`config.mk`:
```
export PLATFORM = sky130hd
export DESIGN_NAME = clk_downsampler_prog
export DESIGN_NICKNAME = d
export VERILOG_FILES = /design/src/rtl/clk_downsampler_prog.sv
export SDC_FILE = /design/constraint.sdc
export NUM_CORES = 1
export LEC_CHECK = 0
export BUFFER_PORTS_ARGS = -buffer_cell sky130_fd_sc_hd__buf_2
export CAP_MARGIN = 10
export CORE_MARGIN = 2
export CORE_UTILIZATION = 50
export CTS_CLUSTER_SIZE = 12
export DETAILED_ROUTE_END_ITERATION = 7
export GPL_TIMING_DRIVEN = 0
export PLACE_DENSITY_LB_ADDON = 0.05
export SLEW_MARGIN = 20
export SYNTH_ARGS = -nofsm -noshare
export SYNTH_HDL_FRONTEND = slang
export SYNTH_SLANG_ARGS = --single-unit
```
`constraint.sdc`:
```
create_clock -name clk_i -period 3.2 [get_ports clk_i]
set_input_delay 0.32 -clock clk_i [delete_from_list [all_inputs] [get_ports clk_i]]
set_output_delay 0.32 -clock clk_i [all_outputs]
set_load 0.005 [all_outputs]
```
`src/rtl/clk_downsampler_prog.sv`:
```
// Programmable clock downsampler: emits a tick every D+1 cycles and a registered
// divided clock with period 2*(D+1), with a glitch-free stop and tick-aligned reconfiguration.
module clk_downsampler_prog #(
  parameter int WIDTH_P     = 8,
  parameter int RESET_DIV_P = 0
) (
  input  logic               clk_i,
  input  logic               reset_n_i,
  input  logic               en_i,
  input  logic               cfg_v_i,
  input  logic [WIDTH_P-1:0] cfg_div_i,
  output logic               cfg_ready_o,
  output logic               tick_o,
  output logic               div_clk_o,
  output logic               busy_o,
  output logic [WIDTH_P-1:0] active_div_o
);

  typedef enum logic [1:0] {IDLE, RUN, DRAIN} state_e;

  state_e             state_q, state_d;
  logic [WIDTH_P-1:0] cnt_q, cnt_d;
  logic [WIDTH_P-1:0] div_q, div_d;
  logic [WIDTH_P-1:0] pend_div_q, pend_div_d;
  logic               pend_v_q, pend_v_d;
  logic               div_clk_q, div_clk_d;
  logic               tick;
  logic               accept;
  logic               leave;

  always_comb begin
    tick       = (state_q != IDLE) && (cnt_q == div_q);
    accept     = cfg_v_i && !pend_v_q;
    leave      = 1'b0;
    state_d    = state_q;
    cnt_d      = cnt_q;
    div_d      = div_q;
    pend_div_d = pend_div_q;
    pend_v_d   = pend_v_q;
    div_clk_d  = div_clk_q;

    if (state_q == IDLE) begin
      cnt_d     = '0;
      div_clk_d = 1'b0;
      if (accept) div_d = cfg_div_i;
      if (en_i) state_d = RUN;
    end else begin
      // Stop now if the output is low, otherwise only at the tick that drops it.
      leave = (state_q == RUN && !en_i && !div_clk_q) ||
              (tick && div_clk_q && (state_q == DRAIN || !en_i));
      if (leave) begin
        state_d   = IDLE;
        cnt_d     = '0;
        div_clk_d = 1'b0;
        pend_v_d  = 1'b0;
        if (accept) div_d = cfg_div_i;
        else if (pend_v_q) div_d = pend_div_q;
      end else begin
        if (state_q == RUN && !en_i) state_d = DRAIN;
        if (tick) begin
          cnt_d     = '0;
          div_clk_d = !div_clk_q;
          if (pend_v_q) begin
            div_d    = pend_div_q;
            pend_v_d = 1'b0;
          end
        end else begin
          cnt_d = cnt_q + WIDTH_P'(1);
        end
        if (accept) begin
          pend_div_d = cfg_div_i;
          pend_v_d   = 1'b1;
        end
      end
    end
  end

  always_ff @(posedge clk_i or negedge reset_n_i) begin
    if (!reset_n_i) begin
      state_q    <= IDLE;
      cnt_q      <= '0;
      div_q      <= WIDTH_P'(RESET_DIV_P);
      pend_div_q <= '0;
      pend_v_q   <= 1'b0;
      div_clk_q  <= 1'b0;
    end else begin
      state_q    <= state_d;
      cnt_q      <= cnt_d;
      div_q      <= div_d;
      pend_div_q <= pend_div_d;
      pend_v_q   <= pend_v_d;
      div_clk_q  <= div_clk_d;
    end
  end

  assign cfg_ready_o  = !pend_v_q;
  assign tick_o       = tick;
  assign div_clk_o    = div_clk_q;
  assign busy_o       = (state_q != IDLE);
  assign active_div_o = div_q;

endmodule

```
Word level (Yosys, flattened, before mapping) --
Cells that the tools add are included.
Storage, ports and cells: bits in registers 28, input port bits 12, output and inout port bits 12, logic and storage cells 53
Cells by class: reductions and logical operators 20, $add $sub $neg 1, mux-type cells 19, bitwise logic cells 2, eq/ne operators 5
Operator list (count):
- $mux 8 | 9
- $reduce_bool 3->1 | 3
- $add 8x1->8 const B | 1
- $eq 8x8->1 | 1
- $mux 2 | 4
- $logic_and 1x1->1 | 6
- $mux 1 | 6
- $reduce_and 2->1 | 3
- $ne 2x2->1 const B | 2
- $logic_not 1->1 | 3
- $reduce_and 3->1 | 1
- $eq 2x1->1 const B | 1
- $eq 2x2->1 const B | 1
- $logic_not 2->1 | 1
- $logic_or 1x1->1 | 2
- $not 1->1 | 2
- $reduce_bool 2->1 | 1

Longest topological paths before layout --
Gate-level depths: netlist of the first run.
depth after elaboration 7, mapped depth 7, gate-level depth less buffers 6

Worst setup path after synthesis of the first run --
OpenSTA, ideal clock, no wires.
kind register to register, start register cnt_q[0], end register pend_div_q[0], required time 3.075 ns, clock period less this slack 1.852 ns, path buffers 1, cell stages (with the launch flop) 8, setup slack 1.348 ns, arrival 1.727 ns, library setup time 0.125 ns, cells stage by stage dfrtp_1 xnor2_1 nand4_2 or2_1 buf_6 o21ai_4 o22ai_4 mux2_4
Between the ends: longest elaborated chain between the ends 7
RTL lines:
- from (decl) | line 22 | logic [WIDTH_P-1:0] cnt_q, cnt_d;
- from (signal assigned) | line 88 | cnt_q <= cnt_d;
- $eq 8x8->1 | line 32 | tick = (state_q != IDLE) && (cnt_q == div_q);
- $logic_and 1x1->1 | line 32
- $logic_and 1x1->1 (2 in series) | line 50 | (tick && div_clk_q && (state_q == DRAIN || !en_i));
- $logic_or 1x1->1 | line 49 | leave = (state_q == RUN && !en_i && !div_clk_q) ||
- $not 1->1 (no line)
- $reduce_and 3->1 (no line)
- to (signal assigned) | line 90 | pend_div_q <= pend_div_d;
- to (decl) | line 24 | logic [WIDTH_P-1:0] pend_div_q, pend_div_d;
Every way passes these cells. A chain may end at the register's enable or synchronous reset.

Worst setup path after layout of the first run --
start register cnt_q[0], end output port tick_o
Between the ends: longest elaborated chain between the ends 2
RTL lines:
- $eq 8x8->1 | line 32
- $logic_and 1x1->1 | line 32
- to (decl) | line 13 | output logic tick_o,
Every way passes these cells.

==> impl_metrics.toml, run 1 <==
[clock_tree]
insertion_delay_ns = 0.32
cts_made_buffers = 3
cts_tree = "yes"
clock_sinks = 28
hold_buffers = 0
cts-root-buf = "clkbuf_4"
ctsResizeCount = 0
post_cts_buffers = 0
htree_levels = 1
clockBufferDepth = 2
path_clk_slew_ns = 0.15

[placed_design]
port_buffers = 23
gp_congestion = 0.7824
detailed_place_hpwl_mm = 2.115

[setup_path]
slowest_stage = "dfrtp_1"
crit_type = "flip-flop to output pin"
reg2reg_setup_slack_ns = 1.12
critPathArrivalTime_ns = 1.77
required_ns = 2.88
cp_max_fo = 7
crit_path_end_kind = "output pin"
r2r_start = "cnt_q[0]$_DFF_PN0_"
cpPeakStageDelay_ns = 0.48
crit_chain = "xnor2_1 -> nand4_2 -> or2_1 -> buf_6 -> nor2_1 -> buf_2"
crit_buf_inv = 2
cp_top_family = "simple AND/OR/NAND/NOR gates"
r2r-end = "active_div_o[1]$_DFFE_PN0P_"
start_kind = "flip-flop"
worstRegToRegCells = 6

[die]
core_um2 = 2781
die-area_um2 = 3428
fp.dieW_um = 58.55
start_util = 0.5349
io_pins = 24
fp.dieH_um = 58.55
rows = 19

[yosys]
synth_seq_cells = 28
synth_common_cells = "28 x dfrtp_1, 10 x nor2_1, 8 x a22oi_1, 8 x mux2_4, 8 x xnor2_1"
synth_top_cell_area_share = 0.4710
yosysSeqAreaShare = 0.4710
synthFlopType = "dfrtp_1"
syn-num-nets = 137
ys_types = 38
synthCells = 124
synth_area_um2 = 1488
yosysMostFrequentCell = "dfrtp_1"
yosys_warnings = 0
synth_area_leaders = "dfrtp_1 47%, mux2_4 8.1%, xnor2_1 4.7%"
syn_avg_cell_area_um2 = 12.00
yosysTopAreaCell = "dfrtp_1"
synth_edf_count = 0
async_reset_ff_frac = 1.000

[sta]
setup_viol = 0
tightest_slew_ns = 0.6202
fmax_ghz = 0.4785
grt_setup_unrepaired = "no"
slew_viol_final = 0
min_period_ns = 2.090
fin_hold_ws_ns = -0.009204
fin_skew_ns = 0.005043
hold_viol_final = 26
period_share = 0.6531
setup_tns_ns = 0
relSlewSlack = 0.5865

[global_routing]
grt_max_degree = 29
grt_util_all_layers = 0.1934
grt_pass1_wl_mm = 5.037
grt_pass1_vias = 1113
overflow = 0
antenna_found_initial = 0

[power]
worst_ir_drop_vdd_v = 0.0005163
cellPowerDensity_nw_per_um2 = 878.3
p_leak_nw = 0.7310

[final_layout]
nets = 165
areaGrowthSynthToFinish_pct = 11.86
num_antenna_cells = 0
utilization = 0.5983
drive_gt1_frac = 0.3333

[route]
totalWireLength_mm = 2.899
post_drt_wl_per_cell_um = 16.02
route.detailed.drc = 0
vias_per_cell = 5.790
dr.pass1.iters = 2
vias = 1048
drtIter0Drc = 53
ant_nets = 0

[run]
maxCapViolations = 0

[worst_hold_path]
min-delay-path-class = "input pin to async pin"

[outcome]
status = "complete, but fails checks"
violations = "hold timing"
==> worst max path at each step <==
stage | slack [ns] | from | to | depth (start not counted)
final | 1.11 | cnt_q[0]$_DFF_PN0_ | tick_o | 6
after global routing | 0.91 | cnt_q[0]$_DFF_PN0_ | active_div_o[6]$_DFFE_PN0P_ | 6
after CTS | 1.09 | cnt_q[0]$_DFF_PN0_ | tick_o | 6
after detailed placement | 1.12 | cnt_q[0]$_DFF_PN0_ | active_div_o[1]$_DFFE_PN0P_ | 6
after global placement | 1.17 | cnt_q[0]$_DFF_PN0_ | active_div_o[7]$_DFFE_PN0P_ | 6
after floorplan | 1.35 | cnt_q[0]$_DFF_PN0_ | pend_div_q[0]$_DFFE_PN0P_ | 7
==> power by group <==
part | internal, W | switching, W
Combinational | 0.000363 | 0.000271
Clock | 0.0000441 | 0.000100
Sequential | 0.000511 | 0.000173
Total | 0.000918 | 0.000544
==> registers in the layout, summed over array words and instances, names as in the netlist <==
| register | cells |
|---|---|
| active_div_o | 8 |
| cnt_q | 8 |
| pend_div_q | 8 |
| state_q | 2 |
| div_clk_o | 1 |
| pend_v_q | 1 |
==> per-stage QoR <==
| stage | setup WS [ns] | total power [W] | cells | hold WS [ns] | cell area, um2 |
|---|---|---|---|---|---|
| floorplan | 1.348 | 0.001149 | 124 | 0.02441 | 1488 |
| global placement | 1.165 | 0.001307 | 178 | 0.3661 | 1642 |
| detailed placement | 1.120 | 0.001329 | 178 | 0.3732 | 1642 |
| CTS | 1.095 | 0.001477 | 181 | 0.002018 | 1664 |
| global route | 0.9096 | 0.001574 | 181 | 0.02387 | 1664 |
| finish | 1.110 | 0.001462 | 181 | -0.009204 | 1664 |
==> cell usage in the layout, fill, tap and decap left out, types with 3 or more instances in the layout <==
master | Yosys | layout
dfrtp_1 | 28 | 28
buf_2 | 0 | 23
nor2_1 | 10 | 10
xnor2_1 | 8 | 8
mux2_4 | 8 | 8
a22oi_1 | 8 | 8
o2bb2ai_1 | 6 | 6
inv_1 | 5 | 5
nand3_1 | 5 | 5
xor2_1 | 5 | 5
nand2_1 | 4 | 4
mux2i_1 | 3 | 3
clkbuf_4 | 0 | 3
==> area by class of cell <==
type	instances	area, um2
fill	250	1117
multi-input combinational	89	753.2
sequential	28	700.7
timing repair buffer	23	115.1
inverter	5	18.77
clock buffer	3	22.52
buffer	2	15.01
tap	31	38.79
==> cell families after synthesis <==
kind of cell               count (synthesis)  synth area share
AOI/OAI and AO/OA                         32            0.1893
xor gates and xnor gates                  14           0.08747
and+or+nand+nor                           29            0.1051
buffers and inverters                      7           0.02271
muxes                                     13            0.1161
adders and majority gates                  1          0.008409
DFF                                       28            0.4710
==> per-layer routing <==
layer	vias to the layer above	wire, um	global-route usage
li1	505	-	-
met2	18	1394	0.3194
met1	521	1374	0.2608
met4	0	43	0.07641
met3	4	86	0.02198
met5	-	0	0
(Power assumes the default switching activity.)
==> run 2, diff against run 1 <==
--- a/config.mk
+++ b/config.mk
@@ -5,6 +5,7 @@
 export SDC_FILE = /design/constraint.sdc
 export NUM_CORES = 1
 export LEC_CHECK = 0
+export ABC_AREA = 1
 export BUFFER_PORTS_ARGS = -buffer_cell sky130_fd_sc_hd__buf_2
 export CAP_MARGIN = 10
 export CORE_MARGIN = 2
==> constraint.sdc (replaced) <==
create_clock -name clk_i -period 2.09 [get_ports clk_i]
set_input_delay 0.209 -clock clk_i [delete_from_list [all_inputs] [get_ports clk_i]]
set_output_delay 0.209 -clock clk_i [all_outputs]
set_load 0.005 [all_outputs]
==> run 2 against run 1 <==
  * The flow now finishes without violations
  * Utilization is 0.59 points lower
  * Power is 100% higher
  * Sequential power is 35% higher
  * Critical path depth is 2 lower
  * Clock power grew to 2.5 times the previous value
  * Synthesized cell count is 110% higher
  * Critical endpoint is now busy_o
==> impl_metrics.toml, run 2 <==
[outcome]
status = "completed"

[final_layout]
areaGrowthSynthToFinish_pct = 13.67
utilization = 0.5924
nets = 301
drive_gt1_frac = 0.1603
layout_common_cells = "100 x nand2_1, 28 x dfrtp_1, 26 x inv_1, 25 x buf_2, 25 x nor2_1"
num_antenna_cells = 0
final_common_cell = "nand2_1"
fillerInstances = 340

[route]
vias_per_cell = 4.952
vias = 1649
route.detailed.drc = 0
totalWireLength_mm = 3.927
dr.pass1.iters = 4
routed.top_layer = "met4"
met2_length_mm = 1.838
wl_met3_um = 188
post_drt_wl_per_cell_um = 11.79
ant_nets = 0
drtIter0Drc = 97
m1WireLength_mm = 1.818

[global_routing]
grt_pass1_wl_mm = 7.003
grt_max_degree = 29
grt_pass1_vias = 1531
overflow = 0
antenna_found_initial = 0
grt_util_all_layers = 0.2253

[sta]
setup_viol = 0
relSlewSlack = 0.5802
min_period_ns = 1.808
hold_viol_final = 0
grt_setup_unrepaired = "no"
slew_viol_final = 0
tightest_slew_ns = 0.6297
fin_skew_ns = 0.001900
setup_tns_ns = 0
period_share = 0.8652
fmax_ghz = 0.5530

[yosys]
syn-num-nets = 272
async_reset_ff_frac = 1.000
synth_top_cell_area_share = 0.4029
yosysTopAreaCell = "dfrtp_1"
yosysSeqAreaShare = 0.4029
ys_types = 25
yosys_warnings = 0
synth_common_cells = "100 x nand2_1, 28 x dfrtp_1, 26 x inv_1, 26 x nor2_1, 22 x o21ai_0"
synthCells = 259
yosysMostFrequentCell = "nand2_1"
synthFlopType = "dfrtp_1"
synth_area_leaders = "dfrtp_1 40%, nand2_1 22%, o21ai_0 6.3%"
synth_seq_cells = 28
synth_area_um2 = 1739
syn_avg_cell_area_um2 = 6.715
synth_edf_count = 0

[run]
maxCapViolations = 0

[power]
cellPowerDensity_nw_per_um2 = 1481
intPower_w = 0.001573
p_sw_frac = 0.4628
p_leak_nw = 1.075
p_seq_frac = 0.315
p_sw_w = 0.001355
power_w = 0.002929
pwr-share-comb = 0.560
clkPwrFrac = 0.124
worst_ir_drop_vdd_v = 0.0005811

[die]
start_util = 0.5212
fp.dieH_um = 62.98
fp.dieW_um = 62.98
rows = 21
io_pins = 24
die-area_um2 = 3966
core_um2 = 3337

[placed_design]
port_buffers = 23
gp_congestion = 0.8846
detailed_place_hpwl_mm = 2.985

[clock_tree]
path_clk_slew_ns = 0.15
htree_levels = 1
insertion_delay_ns = 0.34
clockBufferDepth = 2
clock_sinks = 28
cts-root-buf = "clkbuf_4"
cts_made_buffers = 3
cts_tree = "yes"

[setup_path]
start_kind = "flip-flop"
crit_path_end_kind = "output pin"
critPathArrivalTime_ns = 1.60
cp_max_fo = 10
required_ns = 1.88
crit_type = "flip-flop to output pin"

[worst_hold_path]
min-delay-path-class = "input pin to flip-flop"
## run 2: repair_timing
action / in CTS / in global routing
hold buffers: 1 / 0
setup endpoints to repair: 1 / 1
hold endpoints to repair: 28 / 0
gates resized for setup: 1 / 1
buffers inserted: 0 / 0
## run 2: metrics by stage
| step | std cells | setup slack [ns] | area (um2) | hold WS [ns] |
|---|---|---|---|---|
| 2_1_floorplan | 259 | 0.5962 | 1739 | -0.08659 |
| 3_3_place_gp | 328 | 0.1891 | 1912 | 0.2624 |
| 3_5_place_dp | 328 | 0.1505 | 1912 | 0.2614 |
| 4_1_cts | 333 | 0.07441 | 1977 | 0.05574 |
| 5_1_grt | 333 | 0.1246 | 1977 | 0.05109 |
| 6_report | 333 | 0.2818 | 1977 | 0.05887 |
## run 2: power groups by stage
stage                     Clock, W  Sequential (W)  Combinational [W]
after CTS                 0.000368        0.000926            0.00165
after global placement           0        0.000933            0.00161
after floorplan                  0        0.000911            0.00123
after global routing      0.000395        0.000964            0.00192
final                     0.000363        0.000924            0.00164
after detailed placement         0        0.000935            0.00164
## run 2: worst max-delay path, stage by stage (launching register included)
cell     delay, ns
dfrtp_1       0.45
nor2_2        0.28
inv_2         0.15
buf_2         0.22
buf_2         0.14
## run 2: metal layers
metal,up-vias,track usage
li1,863,-
met1,737,0.3088
met2,42,0.3604
met3,7,0.02703
met4,0,0.09167
met5,-,0
## run 2: kinds of logic (layout without fill, tap and decap cells)
logic type      count (synthesis)  after routing  synth area share
compound gates                 28             28           0.08130
fa+ha+maj                       1              1          0.007193
flops                          28             28            0.4029
simple gates                  158            158            0.3856
buf+inv                        40             68            0.1029
xor+xnor                        4              4           0.02015
## run 2: worst paths after layout
path / depth (start not counted) / from / endpoint / slack (ns)
setup / recovery: 4 / state_q[1]$_DFFE_PN0P_ / busy_o / 0.28
hold / removal: 2 / en_i / state_q[1]$_DFFE_PN0P_ / 0.06
setup reg to reg: 10 / active_div_o[3]$_DFFE_PN0P_ / pend_div_q[0]$_DFFE_PN0P_ / 0.36
hold reg to reg: 1 / cnt_q[0]$_DFF_PN0_ / cnt_q[0]$_DFF_PN0_ / 0.50
max in group asynchronous: 2 / reset_n_i / active_div_o[5]$_DFFE_PN0P_ / 1.29
min in group asynchronous: 2 / reset_n_i / state_q[1]$_DFFE_PN0P_ / 0.39
## run 2: cell type report
class / count / area (um2) / share of cell area
inverter: 31 / 116.4 / 0.05886
timing repair buffer: 24 / 125.1 / 0.06329
clock buffer: 3 / 22.52 / 0.01139
multi-input combinational: 191 / 862.1 / 0.4361
buffer: 9 / 62.56 / 0.03165
tap: 46 / 57.56 / 0.02911
sequential: 28 / 700.7 / 0.3544
clock inverter: 1 / 30.03 / 0.01519
==> run 3, diff against run 2 <==
--- a/config.mk
+++ b/config.mk
@@ -8,12 +8,15 @@
 export ABC_AREA = 1
 export BUFFER_PORTS_ARGS = -buffer_cell sky130_fd_sc_hd__buf_2
 export CAP_MARGIN = 10
+export CELL_PAD_IN_SITES_DETAIL_PLACEMENT = 1
+export CELL_PAD_IN_SITES_GLOBAL_PLACEMENT = 1
 export CORE_MARGIN = 2
-export CORE_UTILIZATION = 50
+export CORE_UTILIZATION = 40
 export CTS_CLUSTER_SIZE = 12
 export DETAILED_ROUTE_END_ITERATION = 7
 export GPL_TIMING_DRIVEN = 0
 export PLACE_DENSITY_LB_ADDON = 0.05
+export RECOVER_POWER = 50
 export SLEW_MARGIN = 20
 export SYNTH_ARGS = -nofsm -noshare
 export SYNTH_HDL_FRONTEND = slang
==> run 3 against run 2 <==
  * Clock-buffer cell count is the same
  * Register-to-register slack lost 0.11 ns
  * Clock power shrank 16%
  * Critical path depth is the same
  * Clock skew grew 0.0019 ns
  * Final cell count grew 0.90%
  * Routed wire length grew 23%
  * Combinational power grew 3%
  * Critical path type unchanged
==> impl_metrics.toml, run 3 (synthesized netlist as in run 2, its figures left out) <==
[power]
power_w = 0.002924
cellPowerDensity_nw_per_um2 = 1486
worst_ir_drop_vdd_v = 0.0005233
p_leak_nw = 1.061

[final_layout]
final_common_cell = "nand2_1"
layout_common_cells = "100 x nand2_1, 28 x dfrtp_1, 26 x inv_1, 25 x nor2_1"
drive_gt1_frac = 0.1469
nets = 301
fillerInstances = 559
utilization = 0.4816
num_antenna_cells = 0
areaGrowthSynthToFinish_pct = 13.17

[setup_path]
required_ns = 1.88
critPathArrivalTime_ns = 1.71
cp_max_fo = 10
crit_path_end_kind = "output pin"
start_kind = "flip-flop"
crit_type = "flip-flop to output pin"

[clock_tree]
cts_made_buffers = 3
clock_sinks = 28
clockBufferDepth = 2
cts-root-buf = "clkbuf_8"
insertion_delay_ns = 0.27
cts_tree = "yes"
htree_levels = 1
path_clk_slew_ns = 0.10

[sta]
grt_setup_unrepaired = "no"
fmax_ghz = 0.5199
relSlewSlack = 0.5063
hold_viol_final = 0
setup_tns_ns = 0
fin_hold_ws_ns = 0.1439
setup_viol = 0
tightest_slew_ns = 0.7406
slew_viol_final = 0
min_period_ns = 1.923
period_share = 0.9203
finalWorstSetupSlack_ns = 0.1666
fin_skew_ns = 0.003813

[global_routing]
grt_pass1_wl_mm = 8.231
antenna_found_initial = 0
grt_max_degree = 29
grt_util_all_layers = 0.2103
grt_pass1_vias = 1725
overflow = 0

[outcome]
status = "completed"

[route]
post_drt_wl_per_cell_um = 14.37
dr.pass1.iters = 4
totalWireLength_mm = 4.828
ant_nets = 0
vias = 1674
drtIter0Drc = 74
vias_per_cell = 4.982
route.detailed.drc = 0

[die]
fp.dieW_um = 69.94
rows = 23
fp.dieH_um = 69.94
start_util = 0.4256
die-area_um2 = 4892
core_um2 = 4086
io_pins = 24

[placed_design]
detailed_place_hpwl_mm = 3.735
dpl_worst_slack_ns = 0.1184
port_buffers = 23
gp_congestion = 0.7958

[worst_hold_path]
min-delay-path-class = "input pin to flip-flop"

[run]
maxCapViolations = 0
## run 3: cell types whose count changed in the layout (fill, tap and decap cells not counted), sizes merged
cell	change
inv	-1
clkbuf	+3
buf	-3
clkinv	+1
bufinv	-1
## run 3: timing repair
| action | in CTS | in global routing |
|---|---|---|
| hold buffers | 1 | 0 |
| setup buffers | 0 | 0 |
| endpoints found under the setup margin | 1 | 0 |
| resized for setup | 1 | 0 |
| endpoints found under the hold margin | 28 | 0 |
## run 3: worst max-delay path: stages (launching register included)
cell and delay, ns:
dfrtp_1 0.44, nor2_2 0.29, clkinv_1 0.29, buf_2 0.27, buf_2 0.15
## run 3: routing by layer
layer	routed length, um	vias up	global-route usage
met5	0	-	0
met4	27	0	0.03205
met3	152	4	0.02165
met2	2430	28	0.3757
met1	2216	781	0.2792
li1	-	861	-
## run 3: layout make-up
type | count | area (um2) | area share
Multi-Input combinational cell | 191 | 862.1 | 0.4380
Inverter | 31 | 116.4 | 0.05912
Tap cell | 50 | 62.56 | 0.03179
Sequential cell | 28 | 700.7 | 0.3560
Clock buffer | 3 | 41.29 | 0.02098
Timing Repair Buffer | 24 | 122.6 | 0.06230
Buffer | 9 | 62.56 | 0.03179
## run 3: per-stage QoR
stage / std cells / cell area [um2]
6_report: 336 / 1968
5_1_grt: 336 / 1968
4_1_cts: 336 / 1971
3_5_place_dp: 332 / 1917
3_3_place_gp: 332 / 1917
2_1_floorplan: 259 / 1739
## run 3: power by group
group          switching [W]  internal, W  leakage [nW]  total (W)
clock               0.000174     0.000130        0.0216   0.000304
combinational        0.00107     0.000617         0.683    0.00169
sequential          0.000176     0.000759         0.356   0.000935
total                0.00142      0.00151          1.06    0.00292
## run 3: path summary, 6_finish.rpt
kind / from / to / slack [ns] / depth (start not counted)
min in group asynchronous: reset_n_i / state_q[1]$_DFFE_PN0P_ / 0.53 / 2
worst min register to register: cnt_q[0]$_DFF_PN0_ / cnt_q[0]$_DFF_PN0_ / 0.49 / 1
worst min-delay path: en_i / state_q[1]$_DFFE_PN0P_ / 0.14 / 2
worst max register to register: active_div_o[0]$_DFFE_PN0P_ / pend_div_q[6]$_DFFE_PN0P_ / 0.25 / 11
worst max-delay path: state_q[1]$_DFFE_PN0P_ / busy_o / 0.17 / 4
max in group asynchronous: reset_n_i / active_div_o[5]$_DFFE_PN0P_ / 1.09 / 2
